--- src/rtl/d_drain_arbiter.sv ---
// Drain arbiter: round-robin pops from the D0/D1 FIFOs under credit flow control,
// merging the popped words onto one tagged output bus with idle and count status.

module d_drain_credit #(
  parameter int CW = 4
) (
  input  logic          clk,
  input  logic          rst_n,
  input  logic          load_i,
  input  logic [CW-1:0] max_i,
  input  logic          pop_i,
  input  logic          ret_i,
  output logic          has_credit_o,
  output logic          err_o
);
  logic [CW-1:0] credit_q, credit_d, max_q;
  logic          err_q, err_d;

  always_comb begin
    credit_d = credit_q;
    err_d    = err_q;
    if (load_i) begin
      credit_d = max_i;
    end else if (pop_i && !ret_i) begin
      credit_d = credit_q - 1'b1;
    end else if (ret_i && !pop_i) begin
      // A return with the counter already full is a protocol slip; keep the count.
      if (credit_q == max_q) err_d = 1'b1;
      else                   credit_d = credit_q + 1'b1;
    end
  end

  always_ff @(posedge clk or negedge rst_n) begin
    if (!rst_n) begin
      credit_q <= '0;
      max_q    <= '0;
      err_q    <= 1'b0;
    end else begin
      credit_q <= credit_d;
      err_q    <= err_d;
      if (load_i) max_q <= max_i;
    end
  end

  assign has_credit_o = |credit_q;
  assign err_o        = err_q;
endmodule

module d_drain_arbiter #(
  parameter int data_width   = 6,
  parameter int credit_width = 4,
  parameter int count_width  = 8
) (
  input  logic                    clk,
  input  logic                    reset,
  input  logic                    init,
  input  logic [credit_width-1:0] max_credit_D0,
  input  logic [credit_width-1:0] max_credit_D1,
  input  logic                    empty_fifo_D0,
  input  logic                    empty_fifo_D1,
  input  logic [data_width-1:0]   data_out_D0,
  input  logic [data_width-1:0]   data_out_D1,
  input  logic                    credit_ret_D0,
  input  logic                    credit_ret_D1,
  output logic                    D0_pop,
  output logic                    D1_pop,
  output logic [data_width-1:0]   data_out,
  output logic                    valid_out,
  output logic                    dest_out,
  output logic                    idle_out,
  output logic                    credit_err,
  output logic [count_width-1:0]  count_D0,
  output logic [count_width-1:0]  count_D1
);
  localparam int NUM_DEST = 2;
  localparam int STAGES   = 1;

  typedef enum logic [1:0] {S_INIT, S_IDLE, S_ACTIVE} state_e;

  state_e                                    state_q;
  logic                                      rr_last_q;
  logic [STAGES:0]                           vld_pipe_q;
  logic                                      dest_s1_q;
  logic [data_width-1:0]                     data_out_q;
  logic                                      dest_out_q;
  logic                                      idle_q;
  logic [count_width-1:0]                    cnt0_q, cnt1_q;

  logic [NUM_DEST-1:0]                       empty, ret, pop, elig, has_credit, err;
  logic [NUM_DEST-1:0][credit_width-1:0]     max_cr;
  logic [NUM_DEST-1:0][data_width-1:0]       fifo_data;
  logic                                      in_init, load;

  assign empty     = {empty_fifo_D1, empty_fifo_D0};
  assign max_cr    = {max_credit_D1, max_credit_D0};
  assign fifo_data = {data_out_D1, data_out_D0};
  assign in_init   = (state_q == S_INIT);
  assign load      = in_init && !init;

  genvar g;
  generate
    for (g = 0; g < NUM_DEST; g++) begin : g_lane
      assign ret[g]  = (g == 0 ? credit_ret_D0 : credit_ret_D1) && !in_init;
      assign elig[g] = !empty[g] && has_credit[g] && !in_init;
    end
  endgenerate

  d_drain_credit #(.CW(credit_width)) u_credit [NUM_DEST-1:0] (
    .clk          (clk),
    .rst_n        (reset),
    .load_i       ({NUM_DEST{load}}),
    .max_i        (max_cr),
    .pop_i        (pop),
    .ret_i        (ret),
    .has_credit_o (has_credit),
    .err_o        (err)
  );

  // On contention the destination that did not win last time gets the pop.
  always_comb begin
    pop = elig;
    if (&elig) pop = rr_last_q ? 2'b01 : 2'b10;
  end

  always_ff @(posedge clk or negedge reset) begin
    if (!reset) begin
      state_q    <= S_INIT;
      rr_last_q  <= 1'b1;
      vld_pipe_q <= '0;
      dest_s1_q  <= 1'b0;
      data_out_q <= '0;
      dest_out_q <= 1'b0;
      idle_q     <= 1'b0;
      cnt0_q     <= '0;
      cnt1_q     <= '0;
    end else begin
      vld_pipe_q <= {vld_pipe_q[STAGES-1:0], |pop};
      if (|pop) begin
        rr_last_q <= pop[1];
        dest_s1_q <= pop[1];
      end
      // FIFO read data is present the cycle after its pop.
      if (vld_pipe_q[0]) begin
        data_out_q <= fifo_data[dest_s1_q];
        dest_out_q <= dest_s1_q;
        if (dest_s1_q) cnt1_q <= cnt1_q + 1'b1;
        else           cnt0_q <= cnt0_q + 1'b1;
      end
      idle_q <= (state_q == S_IDLE) && !(|vld_pipe_q) && !(|pop);
      if (!init) begin
        state_q <= S_INIT;
      end else begin
        case (state_q)
          S_INIT:   state_q <= S_IDLE;
          S_IDLE:   if (|elig) state_q <= S_ACTIVE;
          S_ACTIVE: if (!(|elig) && !(|vld_pipe_q)) state_q <= S_IDLE;
          default:  state_q <= S_INIT;
        endcase
      end
    end
  end

  assign D0_pop     = pop[0];
  assign D1_pop     = pop[1];
  assign data_out   = data_out_q;
  assign valid_out  = vld_pipe_q[STAGES];
  assign dest_out   = dest_out_q;
  assign idle_out   = idle_q;
  assign credit_err = |err;
  assign count_D0   = cnt0_q;
  assign count_D1   = cnt1_q;
endmodule
--- config.mk ---
export PLATFORM = sky130hd
export DESIGN_NAME = d_drain_arbiter
export DESIGN_NICKNAME = d
export VERILOG_FILES = /design/src/rtl/d_drain_arbiter.sv
export SDC_FILE = /design/constraint.sdc
export NUM_CORES = 1
export LEC_CHECK = 0
export BUFFER_PORTS_ARGS = -buffer_cell sky130_fd_sc_hd__buf_2
export CAP_MARGIN = 0
export CORE_UTILIZATION = 48
export CTS_CLUSTER_SIZE = 14
export DETAILED_ROUTE_END_ITERATION = 8
export PLACE_DENSITY = 0.75
export SYNTH_ARGS = -nofsm -noshare
export SYNTH_HDL_FRONTEND = slang
export SYNTH_SLANG_ARGS = --single-unit
--- constraint.sdc ---
create_clock -name clk -period 2.6 [get_ports clk]
set_clock_uncertainty 0.05 [all_clocks]
set_input_delay 0.26 -clock clk [delete_from_list [all_inputs] [get_ports clk]]
set_output_delay 0.26 -clock clk [all_outputs]
set_load 0.02 [all_outputs]
# Word level (Yosys, flattened, before mapping)
# Cells that the tools add are included.
[word_totals] reg_bits=48 inputBits=27
[op_classes] mux=16 addsub=6 n_bitwise=4 reduce_logical=42 magnitude_cmp=1 eq_ne=8
[op_table] op="4-bit 2-to-1 mux" count=8
[op_table] op="8-bit by 1-bit adder with 8-bit output (second input constant)" count=2
[op_table] op="1-bit logical AND" count=14
[op_table] op="6-bit 2-to-1 mux" count=2
[op_table] op="2-bit AND reduction" count=6
[op_table] op="1-bit logical NOT" count=11
[op_table] op="2-bit 2-to-1 mux" count=5
[op_table] op="3-bit by 2-bit != test with 1-bit output (second input constant)" count=3
[op_table] op="4-bit by 1-bit adder with 4-bit output (second input constant)" count=2
[op_table] op="4-bit equality test" count=2
[op_table] op="4-bit AND reduction" count=2
[op_table] op="2-bit OR reduction" count=4
[op_table] op="4-bit OR reduction" count=2
[op_table] op="4-bit by 1-bit subtractor with 4-bit output (second input constant)" count=2
[op_table] op="2-bit case mux with 3 select lines" count=1
[op_table] op="3-bit nonzero test" count=2
[op_table] op="1-bit inverter" count=4
[op_table] op="3-bit != test (second input constant)" count=1
[op_table] op="2-bit by 1-bit equality test with 1-bit output (second input constant)" count=1
[op_table] op="2-bit equality test (second input constant)" count=1
[op_table] op="2-bit logical NOT" count=1
[op_table] op="1-bit by 2-bit less-than comparator with 1-bit output (second input constant)" count=1

# Logic depth before layout (Yosys ltp)
# Gate-level depths: netlist (run 1).
[logic_depth] depth_word=10 mapped_depth=11 depth_no_buf=9

# By module
# From an unflattened synthesis (run 1), not the netlist that was laid out.
[unflattened] hier_cells=231 hier_area_um2=2412.3
[by_module_without_submodules] module="d_drain_arbiter" area_per_inst_um2=1328.8 seq_area_each_um2=752.0 n_inst=1 cells_per_inst=117
[by_module_without_submodules] module="d_drain_credit" area_per_inst_um2=541.8 seq_area_each_um2=225.2 n_inst=2 cells_per_inst=57

# Worst setup path after synthesis (run 1)
# OpenSTA, ideal clock, no wires.
[synth_path] path_type="flip-flop to flip-flop" start="register u_credit[0].credit_q[1]" end="register u_credit[1].credit_q[2]" required_ns=2.468 path_stages_with_launch=12 path_slack_ns=-0.224 t_arrival_ns=2.692 cell_sequence="dfrtp_1 -> buf_6 -> or4_4 -> a2111oi_4 -> and2b_1 -> buf_6 -> xor2_1 -> ha_1 -> nor2_1 -> mux2i_1 -> or3_1 -> a31oi_1"
[synth_via] elab_chain_cells=9 elab_cells_between_ends=13
[synth_lines] item="start, declared" line_no="16" rtl="logic [CW-1:0] credit_q, credit_d, max_q;"
[synth_lines] item="start signal, assigned" line_no="39" rtl="credit_q <= credit_d;"
[synth_lines] item="4-bit OR reduction *" line_no="45" rtl="assign has_credit_o = |credit_q;"
[synth_lines] item="1-bit logical AND * (2 in a row)" line_no="104" rtl="assign elig[g] = !empty[g] && has_credit[g] && !in_init;"
[synth_lines] item="2-bit AND reduction *" line_no="122" rtl="if (&elig) pop = rr_last_q ? 2'b01 : 2'b10;"
[synth_lines] item="2-bit 2-to-1 mux *" line_no="122"
[synth_lines] item="via D1_pop" line_no="66" rtl="output logic D1_pop,"
[synth_lines] item="1-bit logical NOT" line_no="26" rtl="end else if (ret_i && !pop_i) begin"
[synth_lines] item="1-bit logical AND" line_no="26"
[synth_lines] item="3-bit nonzero test (no line)"
[synth_lines] item="2-bit AND reduction (no line)"
[synth_lines] item="end signal, assigned" line_no="39"
[synth_lines] item="end, declared" line_no="16"
# The timed path passes the listed nets; every way through them passes the cells marked *.
# A chain may end at the register's enable or synchronous reset.

# Final worst setup path (run 1)
[layout_path] start="register u_credit[1].credit_q[2]" end="register u_credit[0].credit_q[2]"
[layout_via] elab_chain_cells=9 elab_cells_between_ends=13
[layout_lines] item="4-bit OR reduction *" line_no="45"
[layout_lines] item="1-bit logical AND * (2 in a row)" line_no="104"
[layout_lines] item="2-bit AND reduction *" line_no="122"
[layout_lines] item="2-bit 2-to-1 mux *" line_no="122"
[layout_lines] item="1-bit logical NOT" line_no="26"
[layout_lines] item="1-bit logical AND" line_no="26"
[layout_lines] item="3-bit nonzero test (no line)"
[layout_lines] item="2-bit AND reduction (no line)"
# Every way passes the cells marked *; elsewhere a longest branch is shown, timed or not.

==> results.ini, run 1 <==
[status]
outcome=finished with violations
violations=negative setup slack

[clocking]
cts.sinks=48
cts_buffers=5
cts_tree=built
clk_pin_slew_ns=0.09
cts_htree_levels=2
clockBufferDepth=2
root_buffer=clkbuf_8
clock_latency_ns=0.31

[global_route]
grt-ovfl-total=0
first_global_vias=1796
grt_max_degree=33
grtUsageTotal_pct=20.1
grt_pass1_wl_um=8090
grt_antenna_before_repair=0

[critical_path]
worstPathMaxFanout=2
crit_path_start_kind=register
r2r-start=u_credit[1].credit_q[2]
cp_data_arrival_time_ns=2.80
path_buf_inv=0
crit_required_ns=2.78
startpoint=u_credit[1].credit_q[2]
crit_chain=or4_4 -> a2111o_1 -> nor2_4 -> xor2_1 -> ha_2 -> nor2_2 -> mux2_4 -> a21o_1 -> a31oi_1
cpMaxStageDelayCell=or4_4
critical_path_depth=9
slowest_delay_ns=0.53
crit_type=register to register
crit_family=compound AO/OA/AOI/OAI gates
cp-end-kind=register
rr_worst_depth=9
r2r_slack_ns=-0.01

[power]
leakage_nw=1.43
p_sw_share_pct=40.0
p_comb_share_pct=43.9
ir_drop_mv=0.613
p_clk_share_pct=15.7
p_switching_mw=1.23
power_density_nw_per_um2=1040
seqPwrFrac_pct=40.3
p_int_mw=1.84

[layout]
drive_above_1_share_pct=32.8
layout.area.seq_um2=1200
utilization_pct=62.1
nets=329
final_common_cell=buf_2
multi_input_area_um2=1140
mostFrequentLayoutCells=buf_2 (54), dfrtp_1 (46), nand2_1 (27)
diodes=0
syn2layout_area_growth_pct=24.2
fillers=423

[synthesis]
synth_area_per_cell_um2=10.4
post-synth-top-area-cell=dfrtp_1
ys_types=42
synth_edf_count=0
synth_cells=229
yosys_warnings=0
async_flop_share_pct=100
ys_seq_elements=48
synth_ff_type=dfrtp_1
synth_top_area_share_pct=49.5
syn_nets=260
yosysSeqAreaShare_pct=50.6
syn_area_um2=2370
synthTopCellsByArea=dfrtp_1 (50%), xnor2_1 (5.2%), xor2_1 (4.4%)

[run]
cap_violations=0

[drt]
routed_wl_um=4850
drtPass1Iterations=4
drtIter0Drc=63
drc=0
num_vias=1868
antenna_left=0
routedWlPerCell_um=13.2
routed_via_density=5.10

[place]
portBuffers=54
gp_congestion=0.802
dp_hpwl_um=3620

[die]
die_h_um=72.3
initial_core_util_pct=49.9
rows=25
die_w_um=72.3
core-area_um2=4750
boundaryPins=55
dieArea_um2=5230

[timing]
relSlewSlack_pct=53.0
hold_violations=0
post-route-period-util_pct=100
fin_crit_ns=2.61
finalSetupTns_ns=-0.0130
slew_viol_final=0
tightest_slew_ns=0.706
worst_hold_slack_ns=0.109
setup_violations=1
fin_ws_ns=-0.0130
max_freq_mhz=383
rsz0062_at_grt=true

[hold_path]
min_from=max_credit_D0[2]
hold_path_depth=3
hp-class=input pin to register

==> final cells by class <==
cell class                 count  area share [%]
tap                           67            2.84
timing repair buffer          72            13.8
sequential                    48            40.8
clock buffer                   6            2.80
multi-input combinational    167            38.8
inverter                       4           0.509
clock inverter                 2           0.466
==> registers in the layout, indices dropped and copies added, names as in the netlist <==
name and count:
state_q 2, rr_last_q 1, count_D1 8, data_out 6, u_credit.err_o 2, dest_s1_q 1, u_credit.max_q 8, dest_out 1
u_credit.credit_q 8, idle_out 1, count_D0 8, vld_pipe_q 2
==> metrics by stage <==
| step | cell area (µm²) | setup WS (ns) | power [mW] | instances |
|---|---|---|---|---|
| floorplan | 2400 | -0.219 | 2.15 | 229 |
| global placement | 2820 | 0.0390 | 2.54 | 356 |
| detailed placement | 2820 | -0.0178 | 2.59 | 356 |
| CTS | 2930 | 0.000932 | 3.07 | 366 |
| global route | 2950 | -0.104 | 3.28 | 366 |
| finish | 2950 | -0.0130 | 3.07 | 366 |
==> synthesized netlist by cell type (2+ instances only) <==
library cell and instances:
or3_1 5, o21ai_1 4, nor4_1 4, a31o_2 2
buf_6 2, ha_1 4, a31oi_1 6, xnor2_1 14
o21ai_0 5, mux2i_1 10, clkbuf_1 8, inv_1 4
nor2_1 18, and3_1 3, a21oi_1 9, and4_1 2
mux2_2 2, nand4_1 4, nand3_1 6, or2_2 2
and2_1 5, dfrtp_1 47, nor3_1 2, xor2_1 12
nand2_1 27, nor2b_1 3, a21o_1 4
==> worst paths after layout <==
path | endpoint
hold reg to reg | u_credit[0].err_o
setup / recovery | u_credit[0].credit_q[2]
hold / removal | u_credit[0].max_q[2]
max in group asynchronous | count_D1[4]
min in group asynchronous | count_D1[3]
setup reg to reg | u_credit[0].credit_q[2]
==> metal layers <==
layer	vias up	track usage, %	share of wire, %
li1	934	-	-
met1	900	25.1	46
met2	27	34.1	50
met3	7	4.17	3.1
met4	0	8.50	1.5
met5	-	0	0
==> worst register-to-register path, cell delays in order, from the launching register on <==
cell and delay [ns]:
dfrtp_1 0.39, or4_4 0.53, a2111o_1 0.47, nor2_4 0.11, xor2_1 0.16, ha_2 0.21, nor2_2 0.04, mux2_4 0.26
a21o_1 0.16, a31oi_1 0.15
==> timing repair <==
item,CTS,global route
hold buffers,1,0
hold endpoints to repair,30,0
pin swaps,2,5
setup buffers,1,1
gates cloned,0,0
endpoints found under the setup margin,2,3
resized for setup,0,4
==> power groups by stage <==
stage               combinational [mW]  sequential (mW)  clock, mW
floorplan                        0.753             1.40          0
global placement                  1.30             1.24          0
detailed placement                1.33             1.25          0
CTS                               1.34             1.24      0.493
global route                      1.49             1.28      0.519
finish                            1.35             1.24      0.484
==> cells by family after synthesis <==
group / count (synthesis) / share of synthesized area, %
xor gates and xnor gates: 26 / 9.59
adders and majority gates: 4 / 2.11
buffers and inverters: 14 / 2.84
and+or+nand+nor: 86 / 18.1
AOI/OAI and AO/OA: 38 / 11.1
DFF: 48 / 50.6
muxes: 13 / 5.64
No activity file was read; power rests on OpenSTA's default activity.
==> run 2: changes to the inputs <==
--- a/config.mk
+++ b/config.mk
@@ -7,10 +7,10 @@
 export LEC_CHECK = 0
 export BUFFER_PORTS_ARGS = -buffer_cell sky130_fd_sc_hd__buf_2
 export CAP_MARGIN = 0
-export CORE_UTILIZATION = 48
+export CORE_UTILIZATION = 57
 export CTS_CLUSTER_SIZE = 14
 export DETAILED_ROUTE_END_ITERATION = 8
-export PLACE_DENSITY = 0.75
+export PLACE_DENSITY = 0.84
 export SYNTH_ARGS = -nofsm -noshare
 export SYNTH_HDL_FRONTEND = slang
 export SYNTH_SLANG_ARGS = --single-unit
==> constraint.sdc (replaced) <==
create_clock -name clk -period 3.3 [get_ports clk]
set_clock_uncertainty 0.05 [all_clocks]
set_input_delay 0.33 -clock clk [delete_from_list [all_inputs] [get_ports clk]]
set_output_delay 0.33 -clock clk [all_outputs]
set_load 0.02 [all_outputs]
==> run 2 against run 1 <==
Count of clock-buffer cells in the layout did not move. Final area shrank 6.4%. Power is 24% lower. Largest power group is now registers. Critical path depth is the same. Maximum frequency decreased by 11%. The flow finishes with violations (design-rule violations). Cell count fell by 9.6%. Sequential share of layout area grew 2.7 points. Flip-flop and latch count stayed put. Register-to-register slack improved by 0.38 ns.
==> results.ini, run 2 (synthesized netlist as in run 1, its figures left out) <==
[status]
outcome=finished with violations  ; unchanged
violations=design-rule violations  ; was negative setup slack

[run]
cap_violations=0  ; unchanged

[global_route]
grtUsageTotal_pct=23.7  ; was 20.1%
grt-ovfl-total=0  ; unchanged
grt_antenna_before_repair=0  ; unchanged
first_global_vias=1773  ; was 1796
grt_max_degree=49  ; was 33
grt_pass1_wl_um=7830  ; was 8090 µm

[die]
core-area_um2=4000  ; was 4750 µm²
boundaryPins=55  ; unchanged
rows=23  ; was 25
die_h_um=66.5  ; was 72.3 µm
die_w_um=66.5  ; was 72.3 µm
dieArea_um2=4430  ; was 5230 µm²
initial_core_util_pct=59.4  ; was 49.9%

[critical_path]
cp_data_arrival_time_ns=3.10  ; was 2.80 ns
crit_required_ns=3.47  ; was 2.78 ns
cp-end-kind=register  ; unchanged
crit_path_start_kind=register  ; unchanged
slowest_delay_ns=0.59  ; was 0.53 ns
crit_type=register to register  ; unchanged
cpMaxStageDelayCell=or4_4  ; unchanged
worstPathMaxFanout=8  ; was 2
crit_chain=or4_4 -> a2111oi_4 -> and2b_1 -> xor2_1 -> ha_1 -> nor2_1 -> mux2i_1 -> or3_1 -> a31oi_1  ; was or4_4 -> a2111o_1 -> nor2_4 -> xor2_1 -> ha_2 -> nor2_2 -> mux2_4 -> a21o_1 -> a31oi_1

[drt]
num_vias=1831  ; was 1868
drtIter0Drc=97  ; was 63
drc=2  ; was 0
drtPass1Iterations=6  ; was 4
routed_wl_um=4780  ; was 4850 µm
routedWlPerCell_um=14.5  ; was 13.2 µm
antenna_left=0  ; unchanged
routed_via_density=5.53  ; was 5.10

[clocking]
cts_setup_buffers=0  ; was 1
cts_resized=0  ; unchanged
cts.sinks=48  ; unchanged
clk_pin_slew_ns=0.09  ; about the same
cts_tree=built  ; unchanged
clock_latency_ns=0.30  ; was 0.31 ns
hold_buffers=0  ; was 1
cts_buffers=5  ; unchanged
clockBufferDepth=2  ; unchanged
cts_htree_levels=2  ; unchanged
root_buffer=clkbuf_8  ; unchanged

[hold_path]
hp-class=input pin to async pin  ; was input pin to register

[layout]
diodes=0  ; unchanged
drive_above_1_share_pct=25.3  ; was 32.8%
mostFrequentLayoutCells=buf_2 (54), dfrtp_1 (47), nand2_1 (27)  ; was buf_2 (54), dfrtp_1 (46), nand2_1 (27)
final_common_cell=buf_2  ; unchanged
nets=311  ; was 329
syn2layout_area_growth_pct=16.3  ; was 24.2%

[timing]
relSlewSlack_pct=30.8  ; was 53.0%
max_freq_mhz=341  ; was 383 MHz
finalSetupTns_ns=0  ; was -0.0130 ns
hold_violations=0  ; unchanged
slew_viol_final=0  ; unchanged
setup_violations=0  ; was 1
post-route-period-util_pct=89.0  ; was 100%
rsz0062_at_grt=false  ; was true
tightest_slew_ns=1.04  ; was 0.706 ns
fin_crit_ns=2.94  ; was 2.61 ns

[power]
total_power_mw=2.34  ; was 3.07 mW
power_density_nw_per_um2=848  ; was 1040 nW/µm²
leakage_nw=1.35  ; was 1.43 nW
ir_drop_mv=0.389  ; was 0.613 mV

[place]
portBuffers=54  ; unchanged
gp_congestion=0.812  ; was 0.802
dp_hpwl_um=3420  ; was 3620 µm

run 2: cell count changes in the layout (fill, tap and decap cells not counted), sizes merged:
cell	before	now
buf	71	54
bufinv	0	1
dlygate4sd3	1	0
inv	5	4
run 2: area by class of cell:
cell class | count | area (µm²)
flip-flops and latches | 48 | 1200
clock buffers | 6 | 72.6
inverters | 4 | 15.0
fillers | 326 | 1240
multi-input cells | 167 | 1100
well taps | 50 | 62.6
clock inverters | 2 | 35.0
repair buffers | 54 | 270
run 2: per-layer routing:
metal | vias up | wire (µm) | global-route usage, %
li1 | 897 | - | -
met5 | - | 0 | 0
met1 | 888 | 2120 | 29.7
met3 | 5 | 185 | 6.16
met4 | 0 | 63 | 8.24
met2 | 41 | 2410 | 39.5
run 2: worst paths after layout:
check / cells past startpoint / slack, ns / start / endpoint
min in group clk: 3 / 0.19 / max_credit_D0[2] / u_credit[0].max_q[2]
max in group asynchronous: 1 / 2.41 / reset / count_D0[2]
hold reg to reg: 1 / 0.42 / count_D0[7] / count_D0[7]
setup reg to reg: 9 / 0.36 / u_credit[0].credit_q[1] / u_credit[1].credit_q[2]
hold / removal: 1 / 0.16 / reset / count_D1[4]
setup / recovery: 9 / 0.36 / u_credit[0].credit_q[1] / u_credit[1].credit_q[2]
run 2: through the flow:
step / std cells / setup WS, ns / utilization (%) / hold slack (ns) / instance area, µm²
2_1_floorplan: 229 / 0.476 / - / -0.0156 / 2370
3_3_place_gp: 323 / 0.538 / 66.4 / 0.404 / 2660
3_5_place_dp: 323 / 0.425 / 66.4 / 0.401 / 2660
4_1_cts: 331 / 0.394 / 69.1 / 0.182 / 2760
5_1_grt: 331 / 0.184 / 69.1 / 0.176 / 2760
6_report: 331 / 0.364 / 69.1 / 0.161 / 2760
run 2: report_power, final:
part / switching (mW) / internal, mW / leakage, nW
Sequential: 0.258 / 0.798 / 0.587
Combinational: 0.489 / 0.385 / 0.704
Clock: 0.187 / 0.225 / 0.0552
run 2: critical path: cells and delay by family, from the launching register on:
kind | cells | cell delay [ns]
AND/OR/NAND/NOR | 4 | 1.33
flip-flops | 1 | 0.48
multiplexers | 1 | 0.10
XOR/XNOR | 1 | 0.11
AO/OA/AOI/OAI | 2 | 0.57
adder cells (fa/ha/maj) | 1 | 0.21
==> run 3: changes to the inputs <==
--- a/config.mk
+++ b/config.mk
@@ -7,10 +7,11 @@
 export LEC_CHECK = 0
 export BUFFER_PORTS_ARGS = -buffer_cell sky130_fd_sc_hd__buf_2
 export CAP_MARGIN = 0
+export CORE_ASPECT_RATIO = 1.5
 export CORE_UTILIZATION = 57
 export CTS_CLUSTER_SIZE = 14
 export DETAILED_ROUTE_END_ITERATION = 8
-export PLACE_DENSITY = 0.84
+export PLACE_DENSITY = 0.94
 export SYNTH_ARGS = -nofsm -noshare
 export SYNTH_HDL_FRONTEND = slang
 export SYNTH_SLANG_ARGS = --single-unit
==> run 3 against run 2 <==
The run now ends clean. Sequential power barely moved. Power rose by 4.0%. Maximum frequency decreased by 0.57%. Critical path depth did not move. Flip-flop and latch count stayed put. Cell count decreased by 1.5%. Utilization is 1.2 points higher. Count of clock-buffer cells in the layout stayed put. Via count rose by 2.8%. Critical path type unchanged. Largest cell class unchanged. Highest routed layer unchanged.
==> results.ini, run 3 (synthesized netlist as in run 1, its figures left out) <==
[status]
outcome=completed  ; was finished with violations

[layout]
layout.area.seq_um2=1200  ; unchanged
multi_input_area_um2=1100  ; unchanged
drive_above_1_share_pct=25.3  ; unchanged
utilization_pct=70.3  ; was 69.1%
final_common_cell=buf_2  ; unchanged
fillers=326  ; unchanged
mostFrequentLayoutCells=buf_2 (54), dfrtp_1 (47), nand2_1 (27)  ; unchanged
nets=311  ; unchanged
diodes=0  ; unchanged
final_cells=326  ; was 331
syn2layout_area_growth_pct=17.1  ; was 16.3%

[clocking]
clock_latency_ns=0.31  ; was 0.30 ns
cts_htree_levels=2  ; unchanged
cts_resized=0  ; unchanged
clockBufferDepth=2  ; unchanged
cts_buffers=5  ; unchanged
clk_pin_slew_ns=0.09  ; about the same
cts_tree=built  ; unchanged
root_buffer=clkbuf_8  ; unchanged
cts.sinks=48  ; unchanged
cts_setup_buffers=0  ; unchanged
hold_buffers=0  ; unchanged

[drt]
drtPass1Iterations=4  ; was 6
antenna_left=0  ; unchanged
drc=0  ; was 2
routedWlPerCell_um=14.8  ; was 14.5 µm
routed_wl_um=4840  ; was 4780 µm
num_vias=1882  ; was 1831
routed_via_density=5.77  ; was 5.53
drtIter0Drc=46  ; was 97

[power]
total_power_mw=2.43  ; was 2.34 mW
power_density_nw_per_um2=875  ; was 848 nW/µm²
ir_drop_mv=0.620  ; was 0.389 mV
leakage_nw=1.36  ; was 1.35 nW

[hold_path]
hp-class=input pin to async pin  ; unchanged

[place]
post-place-cells=318  ; was 323
dp_hpwl_um=3480  ; was 3420 µm
gp_congestion=0.896  ; was 0.812
portBuffers=54  ; unchanged

[die]
die_w_um=54.7  ; was 66.5 µm
boundaryPins=55  ; unchanged
core-area_um2=3960  ; was 4000 µm²
dieArea_um2=4430  ; about the same
die_h_um=81.1  ; was 66.5 µm
initial_core_util_pct=60.0  ; was 59.4%
rows=28  ; was 23

[timing]
rsz0062_at_grt=false  ; unchanged
relSlewSlack_pct=31.1  ; was 30.8%
fin_crit_ns=2.95  ; was 2.94 ns
tightest_slew_ns=1.03  ; was 1.04 ns
finalSetupTns_ns=0  ; unchanged
post-route-period-util_pct=89.5  ; was 89.0%
setup_violations=0  ; unchanged
hold_violations=0  ; unchanged
max_freq_mhz=339  ; was 341 MHz
slew_viol_final=0  ; unchanged

[critical_path]
crit_chain=or4_4 -> a2111oi_4 -> and2b_1 -> xor2_1 -> ha_1 -> nor2_1 -> mux2i_1 -> or3_1 -> a31oi_1  ; unchanged
worstPathMaxFanout=8  ; unchanged
path_buf_inv=0  ; unchanged
cpMaxStageDelayCell=or4_4  ; unchanged
crit_path_start_kind=register  ; unchanged
crit_type=register to register  ; unchanged
cp_data_arrival_time_ns=3.13  ; was 3.10 ns
crit_required_ns=3.47  ; about the same
rr_worst_depth=9  ; unchanged
slowest_delay_ns=0.59  ; about the same
cp-end-kind=register  ; unchanged
crit_family=simple AND/OR/NAND/NOR gates  ; unchanged
critical_path_depth=9  ; unchanged

[global_route]
grt_max_degree=49  ; unchanged
first_global_vias=1777  ; was 1773
grt_antenna_before_repair=0  ; unchanged
grt-ovfl-total=0  ; unchanged
grt_pass1_wl_um=7620  ; was 7830 µm
grtUsageTotal_pct=23.8  ; was 23.7%

[run]
cap_violations=0  ; unchanged

run 3: cell types whose count changed in the layout (fill, tap and decap cells not counted), sizes merged:
cell	before	now
bufinv	1	2
clkinv	1	0
run 3: per-layer routing:
layer / routed length, µm / vias up / track usage (%)
met5: 0 / - / 0
met4: 68 / 0 / 11.0
met3: 214 / 6 / 5.24
met2: 2660 / 55 / 42.5
met1: 1890 / 925 / 25.0
li1: - / 896 / -
run 3: path summary, 6_finish.rpt:
check                                     endpoint  slack (ns)               startpoint
max                        u_credit[1].credit_q[2]        0.35  u_credit[0].credit_q[1]
min                                    count_D1[3]        0.15                    reset
max reg2reg                u_credit[1].credit_q[2]        0.35  u_credit[0].credit_q[1]
min reg2reg                            count_D1[7]        0.42              count_D1[7]
max in group asynchronous     u_credit[1].max_q[3]        2.41                    reset
min in group clk              u_credit[1].max_q[1]        0.19         max_credit_D1[1]
run 3: layout make-up:
class / instances / area share, %
clock buffer: 6 / 2.61
clock inverter: 2 / 2.16
inverter: 4 / 0.540
multi-input combinational: 167 / 39.7
sequential: 48 / 43.2
tap: 45 / 2.02
timing repair buffer: 54 / 9.72
run 3: report_power, final:
part / leakage, nW / total (mW) / internal, mW / switching (mW)
clock: 0.0654 / 0.501 / 0.303 / 0.198
combinational: 0.704 / 0.871 / 0.386 / 0.485
sequential: 0.587 / 1.06 / 0.797 / 0.264
run 3: metrics by stage:
step           worst slack [ns]  hold WS [ns]  cell area [µm²]
2_1_floorplan             0.476       -0.0156             2370
3_3_place_gp              0.528         0.403             2650
3_5_place_dp              0.428         0.407             2650
4_1_cts                   0.350         0.179             2780
5_1_grt                   0.234         0.193             2780
6_report                  0.348         0.145             2780
